===== src/rtl/rom_stream_reader_if.sv =====
// Output stream of rom_stream_reader: 16-bit data with valid/ready handshake and last marker.
interface rom_stream_reader_if;
   logic [15:0] out_data;
   logic        out_valid;
   logic        out_ready;
   logic        out_last;

   modport master (output out_data, output out_valid, output out_last, input out_ready);
   modport slave  (input out_data, input out_valid, input out_last, output out_ready);
endinterface


===== src/rtl/rom_stream_reader.sv =====
// Walks a contiguous 256x16 block-ROM range and streams the words through a 2-entry skid buffer.
// Optional checksum output is enabled by defining ROM_STREAM_CHECKSUM_EN.
module rom_stream_reader (
   input  logic                    clka,
   input  logic                    rsta,
   input  logic                    start,
   input  logic [7:0]              base_addr,
   input  logic [8:0]              count,
   output logic                    ena,
   output logic [7:0]              addra,
   input  logic [15:0]             douta,
   rom_stream_reader_if.master     strm,
   output logic                    busy,
   output logic                    done
`ifdef ROM_STREAM_CHECKSUM_EN
   ,
   output logic [15:0]             checksum
`endif
);

   typedef enum logic [1:0] {IDLE, RUN, DRAIN, FIN} state_e;

   state_e      state_q, state_d;
   logic [7:0]  addr_q, addr_d;
   logic [8:0]  remaining_q, remaining_d;
   logic        inflight_q, inflight_d;
   logic        inflight_last_q, inflight_last_d;
   logic [1:0]  fill_q, fill_d;
   logic [15:0] data0_q, data0_d, data1_q, data1_d;
   logic        last0_q, last0_d, last1_q, last1_d;
   logic        busy_q, busy_d;
   logic        done_q, done_d;
`ifdef ROM_STREAM_CHECKSUM_EN
   logic [15:0] checksum_q, checksum_d;
`endif

   logic       accept;
   logic       issue;
   logic       pop;
   logic       push;
   logic [2:0] occ_now;
   logic [2:0] occ_limit;

   always_comb begin
      pop       = (fill_q != 2'd0) && strm.out_ready;
      push      = inflight_q;
      accept    = start && (state_q == IDLE);
      occ_now   = {1'b0, fill_q} + {2'b00, inflight_q};
      occ_limit = 3'd2 + {2'b00, pop};
      // fill + inflight - pop < 2, rearranged to stay unsigned
      issue     = (state_q == RUN) && (occ_now < occ_limit);

      state_d         = state_q;
      addr_d          = addr_q;
      remaining_d     = remaining_q;
      inflight_d      = issue;
      inflight_last_d = issue && (remaining_q == 9'd1);
      fill_d          = fill_q;
      data0_d         = data0_q;
      data1_d         = data1_q;
      last0_d         = last0_q;
      last1_d         = last1_q;

      case (state_q)
         IDLE: begin
            if (accept) begin
               addr_d      = base_addr;
               remaining_d = count;
               state_d     = (count == 9'd0) ? FIN : RUN;
            end
         end
         RUN:     if (issue && (remaining_q == 9'd1)) state_d = DRAIN;
         DRAIN:   if (pop && last0_q) state_d = FIN;
         FIN:     state_d = IDLE;
         default: state_d = IDLE;
      endcase

      if (issue) begin
         addr_d      = addr_q + 8'd1;
         remaining_d = remaining_q - 9'd1;
      end

      // Slot 0 is always the head; a pop shifts slot 1 forward
      case ({push, pop})
         2'b10: begin
            if (fill_q == 2'd0) begin
               data0_d = douta;
               last0_d = inflight_last_q;
            end else begin
               data1_d = douta;
               last1_d = inflight_last_q;
            end
            fill_d = fill_q + 2'd1;
         end
         2'b01: begin
            data0_d = data1_q;
            last0_d = last1_q;
            last1_d = 1'b0;
            fill_d  = fill_q - 2'd1;
         end
         2'b11: begin
            if (fill_q == 2'd1) begin
               data0_d = douta;
               last0_d = inflight_last_q;
            end else begin
               data0_d = data1_q;
               last0_d = last1_q;
               data1_d = douta;
               last1_d = inflight_last_q;
            end
         end
         default: ;
      endcase

      busy_d = (state_d != IDLE);
      done_d = (state_d == FIN);

`ifdef ROM_STREAM_CHECKSUM_EN
      checksum_d = checksum_q;
      if (accept)   checksum_d = '0;
      else if (pop) checksum_d = checksum_q ^ data0_q;
`endif
   end

   always_ff @(posedge clka) begin
      if (rsta) begin
         state_q         <= IDLE;
         addr_q          <= '0;
         remaining_q     <= '0;
         inflight_q      <= 1'b0;
         inflight_last_q <= 1'b0;
         fill_q          <= '0;
         data0_q         <= '0;
         data1_q         <= '0;
         last0_q         <= 1'b0;
         last1_q         <= 1'b0;
         busy_q          <= 1'b0;
         done_q          <= 1'b0;
`ifdef ROM_STREAM_CHECKSUM_EN
         checksum_q      <= '0;
`endif
      end else begin
         state_q         <= state_d;
         addr_q          <= addr_d;
         remaining_q     <= remaining_d;
         inflight_q      <= inflight_d;
         inflight_last_q <= inflight_last_d;
         fill_q          <= fill_d;
         data0_q         <= data0_d;
         data1_q         <= data1_d;
         last0_q         <= last0_d;
         last1_q         <= last1_d;
         busy_q          <= busy_d;
         done_q          <= done_d;
`ifdef ROM_STREAM_CHECKSUM_EN
         checksum_q      <= checksum_d;
`endif
      end
   end

   assign ena            = issue;
   assign addra          = addr_q;
   assign strm.out_data  = data0_q;
   assign strm.out_valid = (fill_q != 2'd0);
   assign strm.out_last  = last0_q;
   assign busy           = busy_q;
   assign done           = done_q;
`ifdef ROM_STREAM_CHECKSUM_EN
   assign checksum       = checksum_q;
`endif

endmodule


===== src/flat_wrapper.sv =====
// flat-port wrapper written by rule: the top's interface ports become plain ports
module rom_stream_reader_flat 
  (clka, rsta, start, base_addr, count, ena, addra, douta, busy, done, strm_out_data, strm_out_valid, strm_out_last, strm_out_ready);
  rom_stream_reader_if strm_i ();
  input  logic clka;
  input  logic rsta;
  input  logic start;
  input  logic [7:0] base_addr;
  input  logic [8:0] count;
  output logic ena;
  output logic [7:0] addra;
  input  logic [15:0] douta;
  output logic busy;
  output logic done;
  output wire logic [$bits(strm_i.out_data)-1:0] strm_out_data;
  output wire logic [$bits(strm_i.out_valid)-1:0] strm_out_valid;
  output wire logic [$bits(strm_i.out_last)-1:0] strm_out_last;
  input wire logic [$bits(strm_i.out_ready)-1:0] strm_out_ready;
  assign strm_out_data = strm_i.out_data;
  assign strm_out_valid = strm_i.out_valid;
  assign strm_out_last = strm_i.out_last;
  assign strm_i.out_ready = strm_out_ready;
  rom_stream_reader u_core (.clka(clka), .rsta(rsta), .start(start), .base_addr(base_addr), .count(count), .ena(ena), .addra(addra), .douta(douta), .strm(strm_i), .busy(busy), .done(done));
endmodule

===== config.mk =====
export PLATFORM = sky130hd
export DESIGN_NAME = rom_stream_reader_flat
export DESIGN_NICKNAME = d
export VERILOG_FILES = /design/src/rtl/rom_stream_reader_if.sv /design/src/rtl/rom_stream_reader.sv /design/src/flat_wrapper.sv
export SDC_FILE = /design/constraint.sdc
export NUM_CORES = 1
export LEC_CHECK = 0
export CORE_ASPECT_RATIO = 1.1
export CORE_MARGIN = 8
export CORE_UTILIZATION = 53
export CTS_CLUSTER_DIAMETER = 120
export CTS_CLUSTER_SIZE = 16
export DETAILED_ROUTE_END_ITERATION = 8
export PLACE_DENSITY = 0.87
export SLEW_MARGIN = 15
export SYNTH_ARGS = -nofsm -noshare
export SYNTH_HDL_FRONTEND = slang
export SYNTH_SLANG_ARGS = --single-unit

===== constraint.sdc =====
create_clock -name clka -period 3.63 [get_ports clka]
set_input_delay 0.363 -clock clka [delete_from_list [all_inputs] [get_ports clka]]
set_output_delay 0.363 -clock clka [all_outputs]
set_load 0.005 [all_outputs]

* Word-level counts from Yosys, hierarchy flattened *
Index checks and enable logic that the tools add are counted.

word-level totals
  register bits = 59
  input bits = 37
  output and inout port bits = 29
  logic and storage cells = 74

cells by class
  $add $sub $neg = 6
  order comparisons = 1
  equality and inequality tests = 12
  mux-type cells = 24
  reduce and logical (&&, ||, !) cells = 19

operator list
  cell                 number
  $mux 16              4
  $pmux 16 s3          1
  $pmux 16 s2          1
  $mux 9               3
  $mux 8               3
  $reduce_bool 2->1    6
  $eq 2x2->1 const B   5
  $eq 9x1->1 const B   1
  $logic_not 9->1      1
  $sub 9x1->9 const B  1
  $add 8x1->8 const B  1
  $mux 2               4
  $pmux 2 s4           1
  $eq 2x1->1 const B   3
  $pmux 1 s3           2
  $reduce_and 3->1     2
  $logic_and 1x1->1    5
  $logic_not 2->1      2
  $mux 1               4
  $ne 2x2->1 const B   2
  $pmux 2 s2           1
  $reduce_and 2->1     2
  $add 2x1->3          1
  $add 2x1->3 const A  1
  other kinds (5)      5

* Depth between registers and ports, before layout *
Gate-level depths: netlist of run 1.

  word-level depth = 9
  mapped depth = 11
  gate-level depth less buffers = 9

* Worst setup path before layout of run 1 *
No wires, ideal clock.

  kind = reg2reg
  start = register u_core.fill_q[0]
  end = register u_core.data0_q[0], in the netlist u_core.strm.out_data[0]
  arrival = 2.068 ns
  data required time = 3.544 ns
  slack = 1.476 ns
  stages on the path, launching flop included = 12
  buffers on the path = 3
  path through = dfxtp_1 -> inv_1 -> ha_1 -> nand2b_1 -> inv_1 -> ha_1 -> buf_2 -> a21o_1 -> buf_2 -> clkbuf_1 -> a22oi_1 -> a211oi_1

between the ends
  word-level cells in the longest chain between the ends = 5

ends and longest elaborated chain
  what                                                              RTL line                  RTL
  start, declared                                                   rom_stream_reader.sv:28   logic [1:0] fill_q, fill_d;
  start signal, assigned                                            rom_stream_reader.sv:148  fill_q <= fill_d;
  $reduce_bool 2->1                                                 rom_stream_reader.sv:45   pop = (fill_q != 2'd0) && strm.out_ready;
  $logic_and 1x1->1                                                 rom_stream_reader.sv:45
  $eq 2x2->1 or $eq 2x1->1 (tied branches)                          rom_stream_reader.sv:84   case ({push, pop})
  $ne 2x1->1 (no source line) or $reduce_bool 3->1 (tied branches)  n/a
  $reduce_and 2->1 (no source line)                                 n/a
  end signal, assigned                                              rom_stream_reader.sv:149  data0_q <= data0_d;
  end, declared                                                     rom_stream_reader.sv:29   logic [15:0] data0_q, data0_d, data1_q, data1_d;

Several ways; a longest one is shown, not always the timed one.
A chain may end at the register's enable or synchronous reset.

* Final worst setup path of run 1 *
  start = register u_core.fill_q[0]
  end = output port ena

between the ends
  word-level cells in the longest chain between the ends = 5

ends and longest elaborated chain
  what                 RTL line                 RTL
  $reduce_bool 2->1    rom_stream_reader.sv:45
  $logic_and 1x1->1    rom_stream_reader.sv:45
  $add 2x1->3          rom_stream_reader.sv:49  occ_limit = 3'd2 + {2'b00, pop};
  $lt 3x3->1 *         rom_stream_reader.sv:51  issue = (state_q == RUN) && (occ_now < occ_limit);
  $logic_and 1x1->1 *  rom_stream_reader.sv:51
  end, declared        flat_wrapper.sv:10       output logic ena;

Mark *: on every way between the ends. The rest lies on a longest branch, timed or not.

==> results of run 1 <==
## cells by family (layout without fill, tap and decap cells)
logic type / count (synthesis) / in the layout / share of synthesized area, %
xor+xnor: 2 / 2 / 0.638
compound gates: 97 / 97 / 23.8
buf+inv: 31 / 92 / 4.55
mux: 1 / 1 / 0.410
fa+ha+maj: 11 / 11 / 5.01
flops: 59 / 59 / 43.0
simple gates: 126 / 126 / 22.6
## per-stage QoR
stage | power [W] | instances
after floorplan | 0.00142 | 327
after global placement | 0.00174 | 430
after detailed placement | 0.00177 | 430
after CTS | 0.00241 | 446
after global routing | 0.00256 | 446
final | 0.00239 | 446
## final timing paths
path / cells past startpoint / slack (ps) / startpoint / to
hold / removal: 2 / 450 / u_core.data1_q[2] / u_core.data1_q[2]
setup / recovery: 6 / 370 / u_core.fill_q[0] / ena
hold reg to reg: 2 / 450 / u_core.data1_q[2] / u_core.data1_q[2]
setup reg to reg: 8 / 1000 / u_core.fill_q[0] / u_core.data1_q[1]
## report_power, final
part | leakage (nW) | switching [W] | internal, W
combinational | 0.691 | 0.000455 | 0.000425
clock | 0.110 | 0.000253 | 0.000382
sequential | 0.483 | 0.0000925 | 0.000786
## per-layer routing
metal,global-route usage (%),part of all wire [%],up-vias
met5,0,0,-
li1,-,-,1303
met1,20.0,43,1181
met3,5.05,7.8,6
met4,11.6,0.74,0
met2,29.5,48,91
## flip-flops by register name, indices dropped and copies added (netlist names)
register and cells:
u_core.inflight_q 1, u_core.addra 8, u_core.data1_q 16, u_core.strm.out_last 1, u_core.strm.out_data 16, u_core.done 1, u_core.last1_q 1, u_core.inflight_last_q 1
u_core.state_q 2, u_core.fill_q 2, u_core.busy 1, u_core.remaining_q 9
## critical path, stage by stage, from the launching register on
cell and delay, ps:
dfxtp_1 350, ha_1 210, ha_1 270, nor2_1 70
o21ai_2 620, clkinv_1 480, clkdlybuf4s50_1 560
## cell usage after synthesis (all sizes together) (2+ instances only)
| cell | instances |
|---|---|
| dfxtp | 59 |
| nand2 | 53 |
| nor2 | 26 |
| a21oi | 23 |
| a22oi | 19 |
| a211oi | 18 |
| a31oi | 15 |
| clkbuf | 14 |
| ha | 11 |
| inv | 9 |
| nand3 | 9 |
| o211ai | 8 |
| or3 | 8 |
| buf | 7 |
| o21ai | 6 |
| nor3 | 5 |
| nand2b | 4 |
| nor2b | 3 |
| nor3b | 3 |
| nor4 | 3 |
| nor4b | 3 |
| nand4b | 2 |
| o311ai | 2 |
| or2 | 2 |
| xnor2 | 2 |
## cell type report
cell class	count	area share (%)
timing repair buffer	66	18.2
clock inverter	6	2.23
clock buffer	10	3.55
multi-input combinational	237	40.2
sequential	59	32.8
tap	58	2.02
inverter	10	1.04
==> qor.yml, run 1 <==
timing:
  setup-tns-final_ps: 0
  tightest_slew_ps: 1100
  relSlewSlack_pct: 26.0
  drv_slew: 0
  timing.final.crit_share_pct: 89.8
  fmax_ghz: 0.307
  layout_setup_ws_ps: 369
  layout_min_cycle_time_ps: 3260
  hold_viol: 0
  fin_skew_ps: 7.41
  whs_ps: 454
  rsz0062_at_grt: "false"
  setup_viol: 0
logic_synthesis:
  ys.flop_type: "dfxtp_1"
  synthCells: 327
  yosysTopAreaCell: "dfxtp_1"
  ys_types: 43
  syn_area_per_cell_um2: 8.40
  async_flop_share_pct: 0
  synth_edf_count: 0
  synth_area_leaders: "dfxtp_1 (43%), nand2_1 (7.2%), a22oi_1 (5.2%)"
  ys_warn_count: 0
  synth_nets: 375
  ys_ff_latch: 59
  ys_seq_area_share_pct: 43.0
  netlist_area_um2: 2750
  synth_top_area_share_pct: 43.0
layout:
  n_fill_cell: 410
  antenna_cells: 0
  fin_area_um2: 3600
  final_common_cell: "clkdlybuf4s50_1"
  area_delta_synth_final_pct: 30.9
  multi_input_area_um2: 1450
  final_util_pct: 71.9
  drive_gt1_share_pct: 7.22
  mostFrequentLayoutCells: "clkdlybuf4s50_1 (64), dfxtp_1 (59), nand2_1 (53)"
  nets: 431
  regArea_um2: 1180
job:
  maxCapViolCount: 0
place:
  place_area_um2: 3390
  hpwlAfterDp_um: 4580
  finalWeightedCongestion: 0.813
  place_ws_ps: 610
  port_buffers: 65
floorplan:
  die_w_um: 84.7
  die_h_um: 91.5
  rows: 27
  core_area_um2: 5000
  ioPinCount: 66
  initial_utilization_pct: 55.0
  die-area_um2: 7750
setup_path:
  critical_path_peak_fanout: 21
  cp-start-kind: "register"
  end_kind: "output pin"
  path_class: "reg -> out"
  arrival_ps: 2900
  worstPathRequired_ps: 3270
clock_tree:
  cts-buffers-inserted: 9
  post_cts_resized: 0
  cts_tree: "yes"
  cts_max_level: 3
  cts_sinks: 59
  post_cts.repair.setup_buffers: 0
  cts.clk_slew.worst_paths_ps: 70
  clockBufferDepth: 2
  clock_latency_ps: 330
  hold_buffers: 0
  cts_root_buffer: "clkbuf_8"
pwr:
  peakVddDrop_v: 0.000330
  power_leakage_nw: 1.28
  power.density_nw_per_um2: 666
detailed_routing:
  drtIter0Drc: 177
  vias: 2581
  routedWlPerCell_um: 15.2
  drc: 0
  vias_per_cell: 5.79
  postRouteAntennaNets: 0
  dr.pass1.iters: 4
  totalWireLength_um: 6770
min_path:
  hp-class: "reg -> reg"
global_routing:
  grt_pass1_wl_um: 11500
  antenna_found_initial: 0
  grt_pass1_vias: 2599
  grt_max_degree: 60
  grt_util_all_layers_pct: 18.0
  grt_overflow_total: 0
status:
  status: "complete, no violations"
(Power assumes the default switching activity.)
==> run 2, diff against run 1 <==
--- a/config.mk
+++ b/config.mk
@@ -13,2 +13,3 @@
 export DETAILED_ROUTE_END_ITERATION = 8
+export GPL_ROUTABILITY_DRIVEN = 1
 export PLACE_DENSITY = 0.87
--- a/constraint.sdc
+++ b/constraint.sdc
@@ -3,2 +3,2 @@
 set_output_delay 0.363 -clock clka [all_outputs]
-set_load 0.005 [all_outputs]
+set_load 0.1 [all_outputs]
==> run 2 against run 1 <==
Compared with the run above: final cell count increased by 0.22%; sequential cell count unchanged; non-clock buffer count increased by 1; highest routed layer unchanged; total power increased by 31%; critical path depth decreased by 2; sequential share of layout area decreased by 0.23 points; first-iteration DRC count increased by 18%; clock-buffer cell count increased by 2.
==> qor.yml, run 2 (synthesized netlist as in run 1, its figures left out) <==
setup_path:
  cp_top_family: "buffers and inverters"  # unchanged
  endpoint: "strm_out_valid"  # was ena
  path_class: "reg -> out"  # unchanged
  regToRegSetupSlack_ps: 980  # was 1000 ps
  cp_slowest_cell: "clkdlybuf4s50_1"  # was o21ai_2
  critical_path.max_stage_delay_ps: 1140  # was 620 ps
  reg2reg_depth: 8  # unchanged
  crit_chain: "inv_1 > ha_1 > inv_1 > clkdlybuf4s50_1"  # was ha_1 > ha_1 > nor2_1 > o21ai_2 > clkinv_1 > clkdlybuf4s50_1
  critical_path_peak_fanout: 6  # was 21
  cp.buffers_inverters: 3  # was 2
  worstPathRequired_ps: 3270  # about the same
  r2r-start: "u_core.fill_q[0]"  # unchanged
  cp-start-kind: "register"  # unchanged
  cpMostUsedCell: "inv_1"  # was ha_1
  startpoint: "u_core.fill_q[0]"  # unchanged
  path_depth: 4  # was 6
  arrival_ps: 2340  # was 2900 ps
  end_kind: "output pin"  # unchanged
  r2r-end: "u_core.data1_q[12]"  # was u_core.data1_q[1]
detailed_routing:
  routedWlPerCell_um: 15.5  # was 15.2 um
  vias: 2601  # was 2581
  totalWireLength_um: 6910  # was 6770 um
  dr.pass1.iters: 5  # was 4
  drtIter0Drc: 209  # was 177
  vias_per_cell: 5.82  # was 5.79
  postRouteAntennaNets: 0  # unchanged
  drc: 0  # unchanged
floorplan:
  die-area_um2: 7750  # unchanged
  die_h_um: 91.5  # unchanged
  initial_utilization_pct: 55.0  # unchanged
  ioPinCount: 66  # unchanged
  core_area_um2: 5000  # unchanged
  die_w_um: 84.7  # unchanged
  rows: 27  # unchanged
layout:
  antenna_cells: 0  # unchanged
  mostFrequentLayoutCells: "clkdlybuf4s50_1 (63), dfxtp_1 (59), nand2_1 (53)"  # was clkdlybuf4s50_1 (64), dfxtp_1 (59), nand2_1 (53)
  area_delta_synth_final_pct: 31.8  # was 30.9%
  final_cells: 447  # was 446
  drive_gt1_share_pct: 7.71  # was 7.22%
  fin_area_um2: 3620  # was 3600 um2
  final_common_cell: "clkdlybuf4s50_1"  # unchanged
  nets: 432  # was 431
  final_util_pct: 72.4  # was 71.9%
timing:
  setup_viol: 0  # unchanged
  relSlewSlack_pct: 27.4  # was 26.0%
  hold_viol: 0  # unchanged
  whs_ps: 457  # was 454 ps
  fmax_ghz: 0.370  # was 0.307 GHz
  setup-tns-final_ps: 0  # unchanged
  drv_slew: 0  # unchanged
  rsz0062_at_grt: "false"  # unchanged
  layout_min_cycle_time_ps: 2700  # was 3260 ps
  fin_skew_ps: 6.60  # was 7.41 ps
  tightest_slew_ps: 1080  # was 1100 ps
  timing.final.crit_share_pct: 74.4  # was 89.8%
place:
  dp.cells: 431  # was 430
  finalWeightedCongestion: 0.802  # was 0.813
  place_area_um2: 3390  # about the same
  port_buffers: 65  # unchanged
  hpwlAfterDp_um: 4610  # was 4580 um
global_routing:
  grt_overflow_total: 0  # unchanged
  grt_util_all_layers_pct: 18.1  # was 18.0%
  grt_max_degree: 60  # unchanged
  grt_pass1_wl_um: 11600  # was 11500 um
  antenna_found_initial: 0  # unchanged
  grt_pass1_vias: 2449  # was 2599
min_path:
  hp-class: "reg -> reg"  # unchanged
  min-delay-start: "u_core.data1_q[4]"  # was u_core.data1_q[2]
clock_tree:
  cts_max_level: 3  # unchanged
  cts_sinks: 59  # unchanged
  clockBufferDepth: 2  # unchanged
  cts_root_buffer: "clkbuf_8"  # unchanged
  cts_tree: "yes"  # unchanged
  clock_latency_ps: 340  # was 330 ps
  post_cts_resized: 0  # unchanged
  cts-buffers-inserted: 9  # unchanged
  hold_buffers: 0  # unchanged
  cts.clk_slew.worst_paths_ps: 70  # about the same
  post_cts.repair.setup_buffers: 0  # unchanged
pwr:
  power_leakage_nw: 1.29  # was 1.28 nW
  power.density_nw_per_um2: 863  # was 666 nW/um2
  peakVddDrop_v: 0.000395  # was 0.000330 V
status:
  status: "complete, no violations"  # unchanged
job:
  maxCapViolCount: 0  # unchanged
## run 2: worst min-delay path by stage
stage / endpoint / slack [ps] / cells after the start
2_1_floorplan: u_core.data1_q[0] / 440 / 2
3_3_place_gp: u_core.data1_q[9] / 440 / 2
3_5_place_dp: u_core.data1_q[2] / 450 / 2
4_1_cts: u_core.data1_q[2] / 460 / 2
5_1_grt: u_core.data1_q[2] / 470 / 2
6_report: u_core.data1_q[4] / 460 / 2
## run 2: area by class of cell
class / count / area (um2)
inverters: 10 / 37.5
well taps: 58 / 72.6
flip-flops and latches: 59 / 1180
repair buffers: 67 / 658
clock buffers: 12 / 155
fillers: 379 / 1380
multi-input cells: 237 / 1450
clock inverters: 4 / 72.6
## run 2: metal layers
layer | part of all wire [%] | global-route usage, %
met1 | 44 | 21.2
met2 | 47 | 28.7
met3 | 7.0 | 5.50
met4 | 1.8 | 9.96
met5 | 0 | 0
## run 2: worst min-delay path, cell delays in order, from the launching register on
cell,delay (ps)
dfxtp_1,310
nand2_1,50
a21oi_1,50
## run 2: through the flow
stage	setup slack (ps)	total power, W
after CTS	915	0.00313
after floorplan	1180	0.00210
after global routing	734	0.00328
final	929	0.00312
after global placement	1120	0.00243
after detailed placement	1010	0.00245
## run 2: report_power, final
| group | leakage [nW] | internal (W) | switching [W] |
|---|---|---|---|
| logic | 0.697 | 0.000426 | 0.00114 |
| clock network | 0.113 | 0.000423 | 0.000254 |
| registers | 0.483 | 0.000786 | 0.0000953 |
